### config.mk
export PLATFORM = sky130hd
export DESIGN_NAME = msk_demodulator_flat
export DESIGN_NICKNAME = d
export VERILOG_FILES = /design/src/rtl/msk_demodulator_if.sv /design/src/rtl/msk_demodulator.sv /design/src/flat_wrapper.sv
export SDC_FILE = /design/constraint.sdc
export NUM_CORES = 1
export LEC_CHECK = 0
export ABC_AREA = 1
export BUFFER_PORTS_ARGS = -buffer_cell sky130_fd_sc_hd__buf_2
export CORE_UTILIZATION = 50
export DETAILED_ROUTE_END_ITERATION = 10
export PLACE_DENSITY_LB_ADDON = 0.15
export RECOVER_POWER = 25
export SLEW_MARGIN = 20
export SYNTH_ARGS = -nofsm -noshare
export SYNTH_HDL_FRONTEND = slang
export SYNTH_SLANG_ARGS = --single-unit
### constraint.sdc
create_clock -name g_clk_rx -period 1.8 [get_ports g_clk_rx]
set_input_delay 0.27 -clock g_clk_rx [delete_from_list [all_inputs] [get_ports g_clk_rx]]
set_output_delay 0.27 -clock g_clk_rx [all_outputs]
set_load 0.03 [all_outputs]
### src/rtl/msk_demodulator_if.sv
// Sample-stream and decoded-output bundle between the MSK sample source,
// the demodulator and the receive framer.
interface msk_demodulator_if;
    logic       enable;
    logic       sample_valid;
    logic [7:0] data_in;
    logic       bit_out;
    logic       bit_valid;
    logic [7:0] data_out;
    logic       byte_valid;
    logic       sym_err;

    modport master (
        output enable, sample_valid, data_in,
        input  bit_out, bit_valid, data_out, byte_valid, sym_err
    );

    modport slave (
        input  enable, sample_valid, data_in,
        output bit_out, bit_valid, data_out, byte_valid, sym_err
    );
endinterface

### src/rtl/msk_demodulator.sv
// MSK demodulator: half-symbol sum sign comparison, LSB-first byte assembly.
// Optional low-confidence flag on sym_err when MSK_DEMOD_ERR_EN is defined.
module msk_demodulator #(
    parameter int SAMPLES_PER_BIT = 32,
    parameter int ERR_THRESH      = 64
) (
    input  logic               g_clk_rx,
    input  logic               reset,
    msk_demodulator_if.slave   bus
);
    localparam int HALF  = SAMPLES_PER_BIT / 2;
    localparam int CNT_W = $clog2(SAMPLES_PER_BIT);
    localparam int ACC_W = 9 + $clog2(HALF);
    localparam logic [CNT_W-1:0] HALF_LAST = CNT_W'(HALF - 1);
    localparam logic [CNT_W-1:0] SYM_LAST  = CNT_W'(SAMPLES_PER_BIT - 1);

    typedef enum logic [1:0] {IDLE, FIRST_HALF, SECOND_HALF} state_t;

    state_t                   r_state;
    state_t                   w_state_next;
    logic                     w_accept;
    logic                     w_first_end;
    logic                     w_sym_end;
    logic signed [8:0]        w_sample;
    logic signed [ACC_W-1:0]  w_sum;
    logic                     w_bit;
    logic [7:0]               w_byte;

    logic [CNT_W-1:0]         r_cnt;
    logic [2:0]               r_bit_cnt;
    logic signed [ACC_W-1:0]  r_acc;
    logic signed [ACC_W-1:0]  r_s1;
    logic [7:0]               r_shift;
    logic                     r_bit_out;
    logic                     r_bit_valid;
    logic [7:0]               r_data_out;
    logic                     r_byte_valid;

    assign w_accept = bus.enable & bus.sample_valid;
    assign w_sample = $signed({1'b0, bus.data_in}) - 9'sd128;
    assign w_sum    = r_acc + ACC_W'(w_sample);
    // Equal signs of the two half sums mean a half-cycle (bit 1); zero is non-negative.
    assign w_bit    = (r_s1[ACC_W-1] == w_sum[ACC_W-1]);
    assign w_byte   = r_shift | (8'(w_bit) << r_bit_cnt);

    always_ff @(posedge g_clk_rx) begin
        if (reset) begin
            r_state <= IDLE;
        end else begin
            r_state <= w_state_next;
        end
    end

    // IDLE accepts the first sample of bit 0 directly so no sample is lost on enable.
    always_comb begin
        w_state_next = r_state;
        w_first_end  = 1'b0;
        w_sym_end    = 1'b0;
        if (!bus.enable) begin
            w_state_next = IDLE;
        end else begin
            case (r_state)
                IDLE, FIRST_HALF: begin
                    w_state_next = FIRST_HALF;
                    if (w_accept && r_cnt == HALF_LAST) begin
                        w_first_end  = 1'b1;
                        w_state_next = SECOND_HALF;
                    end
                end
                SECOND_HALF: begin
                    if (w_accept && r_cnt == SYM_LAST) begin
                        w_sym_end    = 1'b1;
                        w_state_next = FIRST_HALF;
                    end
                end
                default: w_state_next = IDLE;
            endcase
        end
    end

    always_ff @(posedge g_clk_rx) begin
        if (reset) begin
            r_cnt        <= '0;
            r_bit_cnt    <= '0;
            r_acc        <= '0;
            r_s1         <= '0;
            r_shift      <= '0;
            r_bit_out    <= 1'b0;
            r_bit_valid  <= 1'b0;
            r_data_out   <= '0;
            r_byte_valid <= 1'b0;
        end else if (!bus.enable) begin
            r_cnt        <= '0;
            r_bit_cnt    <= '0;
            r_acc        <= '0;
            r_shift      <= '0;
            r_bit_valid  <= 1'b0;
            r_byte_valid <= 1'b0;
        end else begin
            r_bit_valid  <= 1'b0;
            r_byte_valid <= 1'b0;
            if (w_first_end) begin
                r_s1  <= w_sum;
                r_acc <= '0;
                r_cnt <= r_cnt + CNT_W'(1);
            end else if (w_sym_end) begin
                r_acc       <= '0;
                r_cnt       <= '0;
                r_bit_out   <= w_bit;
                r_bit_valid <= 1'b1;
                r_bit_cnt   <= r_bit_cnt + 3'd1;
                if (r_bit_cnt == 3'd7) begin
                    r_data_out   <= w_byte;
                    r_byte_valid <= 1'b1;
                    r_shift      <= '0;
                end else begin
                    r_shift <= w_byte;
                end
            end else if (w_accept) begin
                r_acc <= w_sum;
                r_cnt <= r_cnt + CNT_W'(1);
            end
        end
    end

    assign bus.bit_out    = r_bit_out;
    assign bus.bit_valid  = r_bit_valid;
    assign bus.data_out   = r_data_out;
    assign bus.byte_valid = r_byte_valid;

`ifdef MSK_DEMOD_ERR_EN
    logic [ACC_W-1:0] w_mag;
    logic             w_low;
    logic             r_err;
    logic             r_sym_err;

    // |sum| cannot overflow: the most negative half sum is only -2^(ACC_W-2).
    assign w_mag = w_sum[ACC_W-1] ? $unsigned(-w_sum) : $unsigned(w_sum);
    assign w_low = (w_mag < ACC_W'(ERR_THRESH));

    always_ff @(posedge g_clk_rx) begin
        if (reset) begin
            r_err     <= 1'b0;
            r_sym_err <= 1'b0;
        end else if (!bus.enable) begin
            r_err <= 1'b0;
        end else if (w_first_end) begin
            r_err <= r_err | w_low;
        end else if (w_sym_end) begin
            if (r_bit_cnt == 3'd7) begin
                r_sym_err <= r_err | w_low;
                r_err     <= 1'b0;
            end else begin
                r_err <= r_err | w_low;
            end
        end
    end

    assign bus.sym_err = r_sym_err;
`else
    assign bus.sym_err = 1'b0;
`endif
endmodule

### src/flat_wrapper.sv
// flat-port wrapper written by rule: the top's interface ports become plain ports
module msk_demodulator_flat 
#(
    parameter int SAMPLES_PER_BIT = 32,
    parameter int ERR_THRESH      = 64
)
  (g_clk_rx, reset, bus_enable, bus_sample_valid, bus_data_in, bus_bit_out, bus_bit_valid, bus_data_out, bus_byte_valid, bus_sym_err);
  msk_demodulator_if bus_i ();
  input  logic g_clk_rx;
  input  logic reset;
  input wire logic [$bits(bus_i.enable)-1:0] bus_enable;
  input wire logic [$bits(bus_i.sample_valid)-1:0] bus_sample_valid;
  input wire logic [$bits(bus_i.data_in)-1:0] bus_data_in;
  output wire logic [$bits(bus_i.bit_out)-1:0] bus_bit_out;
  output wire logic [$bits(bus_i.bit_valid)-1:0] bus_bit_valid;
  output wire logic [$bits(bus_i.data_out)-1:0] bus_data_out;
  output wire logic [$bits(bus_i.byte_valid)-1:0] bus_byte_valid;
  output wire logic [$bits(bus_i.sym_err)-1:0] bus_sym_err;
  assign bus_i.enable = bus_enable;
  assign bus_i.sample_valid = bus_sample_valid;
  assign bus_i.data_in = bus_data_in;
  assign bus_bit_out = bus_i.bit_out;
  assign bus_bit_valid = bus_i.bit_valid;
  assign bus_data_out = bus_i.data_out;
  assign bus_byte_valid = bus_i.byte_valid;
  assign bus_sym_err = bus_i.sym_err;
  msk_demodulator #(.SAMPLES_PER_BIT(SAMPLES_PER_BIT), .ERR_THRESH(ERR_THRESH)) u_core (.g_clk_rx(g_clk_rx), .reset(reset), .bus(bus_i));
endmodule
==> out/summary.txt <==
Via Count = 2184
GR Util All Layers = 0.2076
Critical path's slowest cell = dfxtp_2
Top Metal Used = met4
Vias in the first global route = 1860
Total congestion overflow = 0
Worst vdd ir = 479.9 uV
Largest fanout on the critical path = 5
Root Buffer = clkbuf_8
Placed Instance Area = 2734 sq um
Drt first-iter violations = 113
Syn Inst Count = 321
Met2 WL post-DR = 2228 um
Die X = 70.66 um
GP Congestion = 0.8590
Hold Crit Class = in -> reg
CTS H-tree lvls = 2
RSZ-0062 raised after global routing = true
Worst Path Buf+Inv = 1
# IOs = 24
Crit end category = register
Synth Cell Area = 2357 sq um
Worst-path clk slew = 0.08 ns
Clk Latency, worst-skew pair = 0.30 ns
First-pass GRT wire length = 8190 um
Worst Setup Path Type = reg -> reg
Die height = 70.66 um
Delay-heaviest family, CP = simple AND/OR/NAND/NOR gates
Place WS = -0.1818 ns
Routed wire per std cell = 11.88 um
Largest net degree at the start of global routing = 17
CTS Buf Count = 5
CTS Buffer Depth = 2
Routed wl met3 = 188 um
Max cap viols = 0
Final core utilization = 0.6684
Antenna Cells = 0
Final Hold Vio Count = 0
Sequential-to-total area share from yosys stat = 0.3652
Final WS setup = -0.04864 ns
Setup crit start kind = register
Residual DRC count = 2
Final setup vio count = 11
Distinct cells, synth = 28
Fin cells = 433
Max Freq = 540.9 MHz
Failing checks = DRC, setup timing
Syn avg cell area = 7.343 sq um
Lkg Pwr = 1.404 nW
Fin. max-slew vios = 0
Power Density = 627.4 nW/um^2
Cts-stage hold buffer count = 0
Yosys reg bits = 43
Status = finished, violations left
WP data required = 2.01 ns
Area Growth Syn to Fin = 26.01%
Skew final = 0.004921 ns
Met1 Routed Length = 2653 um
Cell Rows = 24
Initial antenna violation count = 0
Drt total wl = 5142 um
Dpl cells = 419
Ys Warns = 0
CP peak stage delay = 0.34 ns
Vias/cell = 5.044
Post-route cell area = 2970 sq um
Final HPWL DP = 3646 um
CTS tree = yes
Port bufs = 22
Routed Antenna Nets = 0
NumNets Final = 410
CP arrival = 2.05 ns
Clock Sinks = 43
Min Tclk post-route = 1.849 ns
Initial core utilization = 0.5304
Die area = 4993 sq um
Placeable Area = 4444 sq um
Final worst path period share = 1.027
Pre-antenna DRT Iters = 7
Critical-path cell list = ha_4 -> fa_2 -> nand3_2 -> nand2_2 -> nand3_2 -> nand4_1 -> nand3_4 -> nand2_4 -> nand4_1 -> nand3_1 -> nand2_1 -> inv_1
Post-Syn Nets = 351
Share of cells above drive strength 1 = 0.2598
==> path summary, 6_finish.rpt <==
check	from	to	slack, ns	depth (start not counted)
max reg2reg	u_core.r_acc[0]	u_core.bus.data_out[6]	-0.05	12
min	reset	u_core.bus.byte_valid	0.24	2
min reg2reg	u_core.r_shift[0]	u_core.r_shift[0]	0.47	2
max	u_core.r_acc[0]	u_core.bus.data_out[6]	-0.05	12
==> sequential cells by signal, indices dropped and copies added, names as in the netlist, 2 cells and up <==
| register | flops |
|---|---|
| u_core.r_bit_cnt | 3 |
| u_core.r_state | 2 |
| u_core.r_cnt | 5 |
| u_core.r_shift | 8 |
| u_core.r_acc | 13 |
| u_core.bus.data_out | 8 |
==> where the power goes <==
part | internal [mW] | switching (mW)
logic | 0.124 | 0.162
clock network | 0.271 | 0.336
registers | 0.962 | 0.00773
==> cells by family (layout without fill, tap and decap cells) <==
family / after synthesis / count (layout) / share of synthesized area
AO/OA/AOI/OAI: 63 / 63 / 0.1507
AND/OR/NAND/NOR: 125 / 126 / 0.2367
other: 1 / 1 / 0.001591
XOR/XNOR: 14 / 14 / 0.05202
buffers and inverters: 57 / 116 / 0.09501
flip-flops: 43 / 43 / 0.3652
adder cells (fa/ha/maj): 18 / 18 / 0.09872
==> routing by layer <==
layer / vias up / track usage
li1: 1159 / -
met1: 974 / 0.2913
met2: 41 / 0.3247
met3: 10 / 0.04274
met4: 0 / 0.06000
met5: - / 0
==> cell usage in the layout (no fill, tap or decap), drive strengths merged <==
master	instances
nand2	53
xnor2	5
clkbuf	14
clkinv	1
a31oi	2
xor2	9
a211oi	1
dfxtp	43
buf	49
o211ai	1
clkinvlp	2
a21o	1
inv	50
o21a	9
nor2	39
a21oi	25
ha	17
nand3	23
conb	1
o21ai	24
nand4	11
fa	1
==> stage by stage <==
step | hold WS [ns] | TNS, ns | power, mW
3_5_place_dp | 0.4626 | -2.489 | 1.252
2_1_floorplan | 0.3424 | 0 | 1.155
5_1_grt | 0.2536 | -2.294 | 1.952
4_1_cts | 0.2158 | -0.07218 | 1.865
3_3_place_gp | 0.4514 | -2.052 | 1.250
6_report | 0.2404 | -0.3036 | 1.864
==> Yosys cell counts (all sizes together) <==
library cell   n  area share
nand2         52       0.092
inv           50       0.080
dfxtp         43        0.37
nor2          39       0.064
a21oi         25       0.056
o21ai         24       0.051
nand3         23       0.051
ha            17       0.090
nand4         11       0.029
o21a           9       0.029
xor2           9       0.033
xnor2          5       0.019
buf            4       0.011
clkbuf         3      0.0048
a31oi          2      0.0053
a211oi         1      0.0032
a21o           1      0.0032
conb           1      0.0016
fa             1      0.0085
o211ai         1      0.0032
==> final cells by class <==
class	instances	area (sq um)
timing repair inverter	1	7.507
sequential	43	863.3
clock inverter	2	12.51
multi-input combinational	222	1393
timing repair buffer	57	366.6
clock buffer	6	72.57
inverter	50	190.2
fill	398	1474
tap	52	65.06
==> worst reg2reg max path, stage by stage (launching register included) <==
cell and delay, ns:
dfxtp_2 0.34, ha_4 0.15, fa_2 0.34, nand3_2 0.08, nand2_2 0.08, nand3_2 0.10
nand4_1 0.17, nand3_4 0.13, nand2_4 0.07, nand4_1 0.12, nand3_1 0.09, nand2_1 0.07
inv_1 0.03
==> timing repair <==
item | 4_1_cts | 5_1_grt
cloned | 1 | 1
setup endpoints to repair | 26 | 35
buffers inserted | 0 | 4
pin swaps | 2 | 8
resized for setup | 10 | 25
endpoints found under the hold margin | 0 | 0
Power figures use the tool's default switching activity.
